### config.mk
export PLATFORM = sky130hd
export DESIGN_NAME = sobel_window_streamer_flat
export DESIGN_NICKNAME = d
export VERILOG_FILES = /design/src/rtl/sobel_window_streamer_if.sv /design/src/rtl/sobel_window_streamer.sv /design/src/flat_wrapper.sv
export SDC_FILE = /design/constraint.sdc
export NUM_CORES = 1
export LEC_CHECK = 0
export CORE_MARGIN = 8
export CORE_UTILIZATION = 42
export DETAILED_ROUTE_END_ITERATION = 6
export SLEW_MARGIN = 15
export SYNTH_ARGS = -nofsm -noshare
export SYNTH_HDL_FRONTEND = slang
export SYNTH_SLANG_ARGS = --single-unit
### constraint.sdc
create_clock -name clk -period 5.39 [get_ports clk]
set_input_delay 1.078 -clock clk [delete_from_list [all_inputs] [get_ports clk]]
set_output_delay 1.078 -clock clk [all_outputs]
set_load 0.01 [all_outputs]
### src/rtl/sobel_window_streamer_if.sv
// Pixel, accelerator and edge-stream signals of the Sobel window streamer.
// slave is the streamer's view; master is the surrounding system's view.
interface sobel_window_streamer_if;
   logic        start;
   logic [7:0]  pix_in;
   logic        pix_valid;
   logic        pix_ready;
   logic [71:0] acc_window;
   logic        acc_trigger;
   logic [31:0] acc_result;
   logic [7:0]  edge_out;
   logic        edge_valid;
   logic        edge_ready;
   logic        busy;
   logic        frame_done;

   modport slave (
      input  start, pix_in, pix_valid, acc_result, edge_ready,
      output pix_ready, acc_window, acc_trigger, edge_out, edge_valid, busy, frame_done
   );

   modport master (
      output start, pix_in, pix_valid, acc_result, edge_ready,
      input  pix_ready, acc_window, acc_trigger, edge_out, edge_valid, busy, frame_done
   );
endinterface

### src/rtl/sobel_window_streamer.sv
// Raster pixel stream to 3x3 Sobel windows with two line buffers and edge-stream output.
// Optional macro EDGE_THRESH_EN binarizes captured results against THRESH.
//
// state | meaning
// IDLE  | waiting for start
// RUN   | accepting pixels, triggering interior windows
// FLUSH | last pixel in, draining pending result and output
// DONE  | one-cycle frame_done pulse
module sobel_window_streamer #(
   parameter int IMG_W  = 64,
   parameter int IMG_H  = 64,
   parameter int THRESH = 128
) (
   input logic                     clk,
   input logic                     rst_n,
   sobel_window_streamer_if.slave  bus
);
   localparam int XW = $clog2(IMG_W);
   localparam int YW = $clog2(IMG_H);
   localparam logic [1:0] S_IDLE  = 2'd0;
   localparam logic [1:0] S_RUN   = 2'd1;
   localparam logic [1:0] S_FLUSH = 2'd2;
   localparam logic [1:0] S_DONE  = 2'd3;
   localparam logic [7:0] THR8 = 8'(THRESH);

   logic [1:0]    state_q, state_d;
   logic [XW-1:0] x_q, x_d;
   logic [YW-1:0] y_q, y_d;
   logic [23:0]   col0_q, col0_d, col1_q, col1_d, col2_q, col2_d;
   logic          tp_q, tp_d;
   logic [7:0]    edge_q, edge_d;
   logic          ev_q, ev_d;
   logic [7:0]    lb0_q [IMG_W];
   logic [7:0]    lb1_q [IMG_W];

   logic       accept, capture, interior, x_last, y_last, last_pix;
   logic [7:0] cap_val;
   logic       unused_ok;

   assign x_last   = (x_q == XW'(IMG_W - 1));
   assign y_last   = (y_q == YW'(IMG_H - 1));
   assign capture  = tp_q && (!ev_q || bus.edge_ready);
   assign bus.pix_ready = (state_q == S_RUN) && (!tp_q || capture);
   assign accept   = bus.pix_valid && bus.pix_ready;
   assign interior = accept && (x_q >= XW'(2)) && (y_q >= YW'(2));
   assign last_pix = accept && x_last && y_last;

`ifdef EDGE_THRESH_EN
   assign cap_val = (bus.acc_result[7:0] >= THR8) ? 8'hFF : 8'h00;
`else
   assign cap_val = bus.acc_result[7:0];
`endif
   assign unused_ok = ^{bus.acc_result[31:8], THR8};

   always_comb begin
      state_d = state_q;
      x_d     = x_q;
      y_d     = y_q;
      col0_d  = col0_q;
      col1_d  = col1_q;
      col2_d  = col2_q;
      tp_d    = tp_q;
      edge_d  = edge_q;
      ev_d    = ev_q;

      // a new interior window in the same cycle as a capture keeps tp set
      if (capture)  tp_d = 1'b0;
      if (interior) tp_d = 1'b1;

      if (capture) begin
         ev_d   = 1'b1;
         edge_d = cap_val;
      end else if (bus.edge_ready) begin
         ev_d = 1'b0;
      end

      if (accept) begin
         col0_d = col1_q;
         col1_d = col2_q;
         col2_d = {lb1_q[x_q], lb0_q[x_q], bus.pix_in};
         if (x_last) begin
            x_d = '0;
            y_d = y_last ? '0 : y_q + YW'(1);
         end else begin
            x_d = x_q + XW'(1);
         end
      end

      case (state_q)
         S_IDLE: begin
            if (bus.start) begin
               state_d = S_RUN;
               x_d     = '0;
               y_d     = '0;
            end
         end
         S_RUN:   if (last_pix) state_d = S_FLUSH;
         // look at next-state values so DONE follows the final handoff directly
         S_FLUSH: if (!tp_d && !ev_d) state_d = S_DONE;
         default: state_d = S_IDLE;
      endcase
   end

   always_ff @(posedge clk) begin
      if (!rst_n) begin
         state_q <= S_IDLE;
         x_q     <= '0;
         y_q     <= '0;
         col0_q  <= '0;
         col1_q  <= '0;
         col2_q  <= '0;
         tp_q    <= 1'b0;
         edge_q  <= '0;
         ev_q    <= 1'b0;
      end else begin
         state_q <= state_d;
         x_q     <= x_d;
         y_q     <= y_d;
         col0_q  <= col0_d;
         col1_q  <= col1_d;
         col2_q  <= col2_d;
         tp_q    <= tp_d;
         edge_q  <= edge_d;
         ev_q    <= ev_d;
      end
   end

   always_ff @(posedge clk) begin
      if (accept) begin
         lb1_q[x_q] <= lb0_q[x_q];
         lb0_q[x_q] <= bus.pix_in;
      end
   end

   assign bus.acc_trigger = tp_q;
   assign bus.acc_window  = {col0_q[23:16], col1_q[23:16], col2_q[23:16],
                             col0_q[15:8],  col1_q[15:8],  col2_q[15:8],
                             col0_q[7:0],   col1_q[7:0],   col2_q[7:0]};
   assign bus.edge_out    = edge_q;
   assign bus.edge_valid  = ev_q;
   assign bus.busy        = (state_q != S_IDLE);
   assign bus.frame_done  = (state_q == S_DONE);
endmodule

### src/flat_wrapper.sv
// flat-port wrapper written by rule: the top's interface ports become plain ports
module sobel_window_streamer_flat 
#(
   parameter int IMG_W  = 64,
   parameter int IMG_H  = 64,
   parameter int THRESH = 128
)
  (clk, rst_n, bus_start, bus_pix_in, bus_pix_valid, bus_acc_result, bus_edge_ready, bus_pix_ready, bus_acc_window, bus_acc_trigger, bus_edge_out, bus_edge_valid, bus_busy, bus_frame_done);
  sobel_window_streamer_if bus_i ();
  input logic clk;
  input logic rst_n;
  input wire logic [$bits(bus_i.start)-1:0] bus_start;
  input wire logic [$bits(bus_i.pix_in)-1:0] bus_pix_in;
  input wire logic [$bits(bus_i.pix_valid)-1:0] bus_pix_valid;
  input wire logic [$bits(bus_i.acc_result)-1:0] bus_acc_result;
  input wire logic [$bits(bus_i.edge_ready)-1:0] bus_edge_ready;
  output wire logic [$bits(bus_i.pix_ready)-1:0] bus_pix_ready;
  output wire logic [$bits(bus_i.acc_window)-1:0] bus_acc_window;
  output wire logic [$bits(bus_i.acc_trigger)-1:0] bus_acc_trigger;
  output wire logic [$bits(bus_i.edge_out)-1:0] bus_edge_out;
  output wire logic [$bits(bus_i.edge_valid)-1:0] bus_edge_valid;
  output wire logic [$bits(bus_i.busy)-1:0] bus_busy;
  output wire logic [$bits(bus_i.frame_done)-1:0] bus_frame_done;
  assign bus_i.start = bus_start;
  assign bus_i.pix_in = bus_pix_in;
  assign bus_i.pix_valid = bus_pix_valid;
  assign bus_i.acc_result = bus_acc_result;
  assign bus_i.edge_ready = bus_edge_ready;
  assign bus_pix_ready = bus_i.pix_ready;
  assign bus_acc_window = bus_i.acc_window;
  assign bus_acc_trigger = bus_i.acc_trigger;
  assign bus_edge_out = bus_i.edge_out;
  assign bus_edge_valid = bus_i.edge_valid;
  assign bus_busy = bus_i.busy;
  assign bus_frame_done = bus_i.frame_done;
  sobel_window_streamer #(.IMG_W(IMG_W), .IMG_H(IMG_H), .THRESH(THRESH)) u_core (.clk(clk), .rst_n(rst_n), .bus(bus_i));
endmodule
Word-level counts from Yosys, hierarchy flattened
Memories as Yosys holds them, arrays and structs flattened. A register that Yosys moved wholly into a read port is not among the register bits.
Cells that the tools add are included.
Widths: inputs -> output; s select.
{"block": "totals", "ff_bits": 96, "mem_bits_rw": 1024, "in_bits": 45, "out_inout_bits": 85, "word_cells": 61, "memories": 2}
{"name": "u_core.lb0_q", "words": 64, "width": 8, "rd": 1, "rd_clocked_by_memory_dff": 1, "write_ports": 1, "line": "sobel_window_streamer.sv:33", "text": "logic [7:0] lb0_q [IMG_W];"}
{"name": "u_core.lb1_q", "words": 64, "width": 8, "rd": 1, "rd_clocked_by_memory_dff": 1, "write_ports": 1, "line": "sobel_window_streamer.sv:34", "text": "logic [7:0] lb1_q [IMG_W];"}
{"block": "op_classes", "n_addsub": 2, "n_lt_le_gt_ge": 2, "n_eq_ne": 8, "n_mux": 20, "n_reduce_logical": 18}
{"operator": "$mux 6", "n": 10}
{"operator": "$add 6x1->6 const B", "n": 2}
{"operator": "$eq 6x6->1 const B", "n": 2}
{"operator": "$ge 6x2->1 const B", "n": 2}
{"operator": "$logic_and 1x1->1", "n": 8}
{"operator": "$mux 1", "n": 6}
{"operator": "$mux 2", "n": 3}
{"operator": "$pmux 2 s3", "n": 1}
{"operator": "$logic_not 1->1", "n": 5}
{"operator": "$eq 2x2->1 const B", "n": 2}
{"operator": "$ne 2x1->1 const B", "n": 2}
{"operator": "$reduce_and 3->1", "n": 1}
{"operator": "$eq 2x1->1 const B", "n": 1}
{"operator": "$logic_not 2->1", "n": 1}
{"operator": "$logic_or 1x1->1", "n": 2}
{"operator": "$ne 2x2->1 const B", "n": 1}
{"operator": "$reduce_bool 2->1", "n": 1}

Depth between registers and ports, before layout
Gate-level depths: netlist of the first run.
{"block": "logic_depth", "depth_word": 13, "depth_mapped": 11, "depth_no_buf": 8}

Least setup slack after synthesis of the first run
OpenSTA, ideal clock, no wires.
{"block": "synth_path", "path_kind": "register to register", "from": "register, netlist name u_core.x_q[0]", "to": "memory u_core.lb1_q[0][4], data pin", "setup_ns": 0.673, "t_arrival_ns": 2.934, "required_ns": 4.717, "path_slack_ns": 1.784, "stages_incl_launch_ff": 12, "path_buffers": 5, "period_less_slack_ns": 3.606, "path_cell_list": "dfxtp_1 -> buf_6 -> buf_6 -> buf_6 -> buf_4 -> buf_2 -> mux2i_1 -> o22ai_1 -> o31ai_1 -> nand4_1 -> a21oi_1 -> nand4_1"}
{"item": "end, declared", "line": "sobel_window_streamer.sv:34"}

==> run_results.csv, run 1 <==
group,metric,value,unit
drt,ant_nets,0,
timing,tns,0,ns
grt,grt_use_total,21.4,%
grt,grt_pass1_vias,24910,
grt,grt_max_degree,72,
min_path,worstHoldPathCells,2,
logic_synthesis,syn-num-nets,2641,
logic_synthesis,syn-cell-area,0.0436,sq mm
clock_network,cts_buffers,113,
logic_synthesis,async_flop_share,0,%
job,maxCapViolations,0,
cells_and_area,antenna_cells,0,
clock_network,clockBufferDepth,3,
timing,holdWs,0.467,ns
critical_path,critPathCaptureType,"register",
logic_synthesis,yosysMostFrequentCell,"edfxtp_1",
critical_path,slowest_delay,0.90,ns
pwr,leakagePower,15.7,nW
timing,post-route-period-util,79.9,%
min_path,hp-class,"reg2reg",
floorplan,die_w,338,microns
pwr,power,19.9,mW
cells_and_area,fillers,8589,
clock_network,clkTransAtPathRegs,0.06,ns
drt,wl_met1,52000,microns
critical_path,reg2reg_slack,1.08,ns
drt,wl_met3,11500,microns
timing,rsz0062_at_grt,"false",
timing,fin_skew,0.0380,ns
cells_and_area,area_growth,15.6,%
critical_path,cp.required,5.73,ns
drt,dr.pass1.iters,5,
clock_network,h-tree-depth,3,
place,post-dp-hpwl,76200,microns
logic_synthesis,synth-simple-area-share,4.33,%
critical_path,ff2ff_path_depth,9,
critical_path,cp-start-kind,"register",
logic_synthesis,synthAdderAreaFrac,0.258,%
timing,max_slew_margin,32.7,%
place,gp_congestion,0.884,
pwr,powerDensity,394,mW/mm^2
floorplan,die_h,338,microns
logic_synthesis,muxShareOfSynthArea,9.08,%
drt,drcViolationCount,0,
timing,min_period,4.31,ns
logic_synthesis,synth_seq_cells,1120,
min_path,min_to,"u_core.col0_q[9]",
critical_path,timing.rr.start,"u_core.x_q[2]",
critical_path,arrival,4.64,ns
logic_synthesis,synth_top_area_share,70.5,%
clock_network,cts_tree,"done",
floorplan,core_area,0.103,sq mm
logic_synthesis,syn_inst,2587,
grt,antenna_found_initial,4,
drt,vias,25512,
critical_path,r2r-end,"u_core.lb1_q[61][3]",
clock_network,clock_sinks,1120,
logic_synthesis,netlist_top_cells_count,"edfxtp_1 (1024), nand2_1 (184), mux2i_1 (167)",
grt,grt_overflow_total,0,
logic_synthesis,ys_seq_area_share,74.9,%
clock_network,clk_latency,0.70,ns
critical_path,crit_path_top_delay_cell,"dfxtp_4",
drt,top_layer,"met4",
critical_path,cp_cell_sequence,"buf_12 -> buf_12 -> mux2i_1 -> o22ai_1 -> o21ai_0 -> nand3_1 -> nor3_1 -> inv_2 -> buf_4",
drt,wirelength,127000,microns
logic_synthesis,synth_edf_count,1024,
logic_synthesis,synth-main-ff-cell,"edfxtp_1",
timing,max_freq,232,MHz
clock_network,cts_hold_buf,0,
floorplan,rows,118,
floorplan,io_pins,130,
logic_synthesis,synth_compound_area_share,8.95,%
logic_synthesis,syn_area_per_cell,16.9,sq um
floorplan,dieArea,0.114,sq mm
critical_path,crit_family,"buffers and inverters",
logic_synthesis,yosys_warnings,0,
timing,setup_violations,0,
place,dp.cells,4057,
logic_synthesis,synth_top_family_by_area,"multiplexers",
status,status,"completed",
min_path,hold_path.startpoint,"u_core.col0_q[9]",
cells_and_area,final_cells,4270,
critical_path,critPathBufInv,4,
clock_network,postCtsSetupBuffers,0,
cells_and_area,fin_nets,2846,
logic_synthesis,synth_xor_area_share,0.141,%
place,port_buffers,105,
grt,grt_pass1_wl,181000,microns
cells_and_area,drive_gt1_share,17.0,%
timing,tightest_slew,1.01,ns
critical_path,cp_max_fo,64,
critical_path,cp_common_cell,"buf_12",
drt,wl_met2,58100,microns
drt,dr.first_iter.drc_count,3466,
logic_synthesis,synth.largest_area_cell,"edfxtp_1",
floorplan,initial_core_util,42.3,%
pwr,vdd_ir_drop_max,0.283,mV
critical_path,path_class,"reg2reg",
drt,wire_per_inst,29.7,microns
drt,vias_per_cell,5.97,
clock_network,ctsResizeCount,0,
timing,slew_violations,0,
logic_synthesis,netlist-cell-type-count,77,
timing,hold_violations,0,
logic_synthesis,synth_area_leaders,"edfxtp_1 (71%), dfxtp_1 (4.4%), mux2i_1 (3.8%)",
clock_network,root_buffer,"clkbuf_16",
where the power goes:
group	total [mW]	switching [mW]	internal, mW
Combinational	2.21	1.56	0.653
Sequential	10.0	0.114	9.90
Clock	7.64	3.23	4.41
worst max path at each step:
stage / startpoint / end / slack (ns) / depth (start not counted)
5_1_grt: u_core.x_q[2] / u_core.lb1_q[14][3] / 0.98 / 9
3_3_place_gp: u_core.x_q[2] / u_core.lb1_q[41][3] / 1.23 / 9
2_1_floorplan: u_core.x_q[0] / u_core.lb1_q[0][4] / 1.78 / 11
4_1_cts: u_core.x_q[2] / u_core.lb1_q[61][3] / 1.14 / 9
3_5_place_dp: u_core.x_q[2] / u_core.lb1_q[45][3] / 1.15 / 9
6_report: u_core.x_q[2] / u_core.lb1_q[61][3] / 1.08 / 9
area by class of cell:
cell class              count  area [sq um]  area share [%]
flip-flops and latches   1120         32700            64.8
clock buffers             159          3200            6.35
inverters                  15          56.3           0.112
clock inverters            54           442           0.876
well taps                1380          1730            3.43
repair buffers            266          2300            4.57
multi-input cells        1276         10000            19.8
logic make-up after synthesis:
| family | count (synthesis) |
|---|---|
| simple gates | 417 |
| mux | 297 |
| compound gates | 546 |
| fa+ha+maj | 9 |
| xor+xnor | 7 |
| buf+inv | 191 |
| flops | 1120 |
cells in the final DEF (no fill, tap or decap), types with 21 or more instances in the layout:
cell	count
a21boi_0	60
a21oi_1	62
a221oi_1	50
a22o_1	21
a22oi_1	65
a31oi_1	23
buf_4	154
clkbuf_1	30
clkbuf_16	117
clkdlybuf4s50_1	96
clkinv_1	28
dfxtp_1	93
edfxtp_1	1024
mux2_2	58
mux2i_1	167
mux4_2	68
nand2_1	180
nand3_1	32
nor2_1	97
o21ai_0	69
o22ai_1	72
stage by stage:
step	area, sq um	setup slack (ns)	utilization (%)
after CTS	50400	1.14	48.8
after global routing	50400	0.979	48.8
after floorplan	43600	1.78	-
after detailed placement	46800	1.15	45.3
final	50400	1.08	48.8
after global placement	46800	1.23	45.3
routing by layer:
metal  global-route usage, %  vias up
li1                        -    10758
met1                    29.2    13152
met2                    33.3     1357
met3                    4.67      245
met4                    8.44        0
met5                       0        -
state kept, by name, indices dropped and copies added, names as in the netlist:
name                    cells
u_core.col2_q              24
u_core.bus.acc_trigger      1
u_core.lb0_q              512
u_core.col1_q              24
u_core.bus.edge_out         8
u_core.y_q                  6
u_core.state_q              2
u_core.x_q                  6
u_core.col0_q              24
u_core.bus.edge_valid       1
u_core.lb1_q              512
tightest hold or removal path, delay by kind of cell (launching register included):
| kind | cells | cell delay (ns) |
|---|---|---|
| compound gates | 1 | 0.07 |
| flops | 1 | 0.31 |
| simple gates | 1 | 0.05 |
Power figures use the tool's default switching activity.
==> inputs of run 2 (changes only) <==
clock period = 4.5 ns   (was 5.39 ns; I/O delays follow)
==> run_results.csv, run 2 (synthesized netlist as in run 1, its figures left out) <==
group,metric,value,unit
timing,setup_violations,0,
place,pre_cts_ws,0.530,ns
timing,fin_skew,0.0314,ns
cells_and_area,fillers,8440,
floorplan,dieArea,0.114,sq mm
drt,wirelength,129000,microns
pwr,p_sw,5.86,mW
job,maxCapViolations,0,
grt,antenna_found_initial,5,
timing,tns,0,ns
cells_and_area,drive_gt1_share,18.0,%
clock_network,cts_hold_buf,0,
critical_path,cp_cell_sequence,"or2_2 -> buf_4 -> o22ai_1 -> a311o_1 -> a22oi_1 -> nand4_1 -> buf_12 -> o21ba_2",
clock_network,clk_latency,0.69,ns
status,status,"completed",
cells_and_area,reg_top3,"u_core.lb0_q x512, u_core.lb1_q x512",
pwr,seqPwrFrac,50.9,%
pwr,power,23.6,mW
critical_path,crit_family,"compound AO/OA/AOI/OAI gates",
pwr,p_int,17.7,mW
clock_network,clock_sinks,1120,
place,gp_congestion,0.907,
floorplan,die_h,338,microns
timing,hold_violations,0,
critical_path,critPathCaptureType,"register",
pwr,leakagePower,15.8,nW
drt,vias_per_cell,6.02,
cells_and_area,stdcell_area,0.0506,sq mm
cells_and_area,multi_input_area,0.0100,sq mm
drt,wire_per_inst,29.9,microns
clock_network,cts_buffers,112,
critical_path,arrival,4.71,ns
floorplan,die_w,338,microns
drt,ant_nets,0,
timing,post-route-period-util,92.1,%
timing,tightest_slew,1.30,ns
clock_network,h-tree-depth,3,
place,placed_area,0.0472,sq mm
cells_and_area,fin_nets,2880,
floorplan,io_pins,130,
clock_network,ctsResizeCount,0,
grt,grt_use_total,21.6,%
cells_and_area,final_core_util,49.0,%
grt,grt_pass1_wl,182000,microns
timing,max_slew_margin,12.9,%
clock_network,postCtsSetupBuffers,0,
grt,grt_pass1_vias,25018,
critical_path,cp_max_fo,33,
timing,slew_violations,0,
place,post-dp-hpwl,80400,microns
pwr,swShare,24.9,%
timing,max_freq,241,MHz
drt,dr.first_iter.drc_count,3322,
critical_path,critPathBufInv,2,
critical_path,cp-start-kind,"register",
drt,vias,25867,
cells_and_area,area_growth,16.0,%
clock_network,clkTransAtPathRegs,0.06,ns
floorplan,rows,118,
critical_path,crit_path_top_delay_cell,"dfxtp_4",
pwr,vdd_ir_drop_max,0.294,mV
clock_network,root_buffer,"clkbuf_16",
drt,dr.pass1.iters,6,
grt,grt_max_degree,70,
timing,rsz0062_at_grt,"false",
cells_and_area,final_common_cell,"edfxtp_1",
pwr,p_comb_share,12.1,%
pwr,powerDensity,466,mW/mm^2
critical_path,slowest_delay,0.82,ns
floorplan,core_area,0.103,sq mm
place,port_buffers,105,
floorplan,initial_core_util,42.3,%
clock_network,cts_tree,"done",
drt,drcViolationCount,0,
pwr,pwr-share-clk,37.1,%
min_path,hp-class,"reg2reg",
critical_path,path_class,"reg2reg",
cells_and_area,layout_common_cells,"edfxtp_1 (1024), nand2_1 (180), buf_4 (178)",
grt,grt_overflow_total,0,
critical_path,cp.required,5.07,ns
timing,fin_ws,0.357,ns
timing,min_period,4.14,ns
clock_network,clockBufferDepth,3,
cells_and_area,register_area,0.0327,sq mm
==> run 2: cell count changes in the layout (fill, tap and decap cells not counted), sizes merged <==
| cell | before | now |
|---|---|---|
| buf | 170 | 205 |
| bufinv | 6 | 2 |
| clkbuf | 159 | 153 |
| clkinv | 45 | 43 |
| diode | 0 | 3 |
| inv | 16 | 18 |
==> run 2: final timing paths <==
check	startpoint	to	slack (ns)	depth (start not counted)
setup reg to reg	u_core.x_q[0]	u_core.col2_q[14]	0.36	8
hold reg to reg	u_core.col0_q[20]	u_core.col0_q[20]	0.47	2
setup / recovery	u_core.x_q[0]	u_core.col2_q[14]	0.36	8
hold / removal	u_core.col0_q[20]	u_core.col0_q[20]	0.47	2
==> run 2: power by group through the flow <==
stage                     Sequential (mW)  Combinational [mW]  Clock [mW]
after floorplan                      12.2                1.42           0
after global placement               12.2                2.74           0
after detailed placement             12.2                2.79           0
after CTS                            12.0                2.80        8.85
after global routing                 12.0                2.96        9.25
final                                12.0                2.84        8.74
==> run 2: area by class of cell <==
| type | count | share of cell area (%) |
|---|---|---|
| well taps | 1380 | 3.41 |
| diodes | 3 | 0.0148 |
| flip-flops and latches | 1120 | 64.6 |
| clock inverters | 50 | 0.586 |
| multi-input cells | 1276 | 19.8 |
| clock buffers | 153 | 6.18 |
| repair buffers | 301 | 5.34 |
| inverters | 15 | 0.111 |
==> run 2: routing by layer <==
metal  vias to the layer above  global-route usage, %  wire [microns]
li1                      10824                      -               -
met1                     13187                   30.0           51900
met5                         -                      0              41
met3                       292                   4.96           13400
met2                      1558                   33.3           58100
met4                         6                   7.55            5140
==> run 2: tightest hold or removal path, delay by kind of cell (launching register included) <==
family	cells	cell delay [ns]
AO/OA/AOI/OAI	1	0.06
flip-flops	1	0.31
AND/OR/NAND/NOR	1	0.05
==> run 2: through the flow <==
step,instances,hold slack (ns)
after floorplan,2587,0.462
after global placement,4092,0.451
after detailed placement,4092,0.463
after CTS,4295,0.471
after global routing,4295,0.499
final,4298,0.473
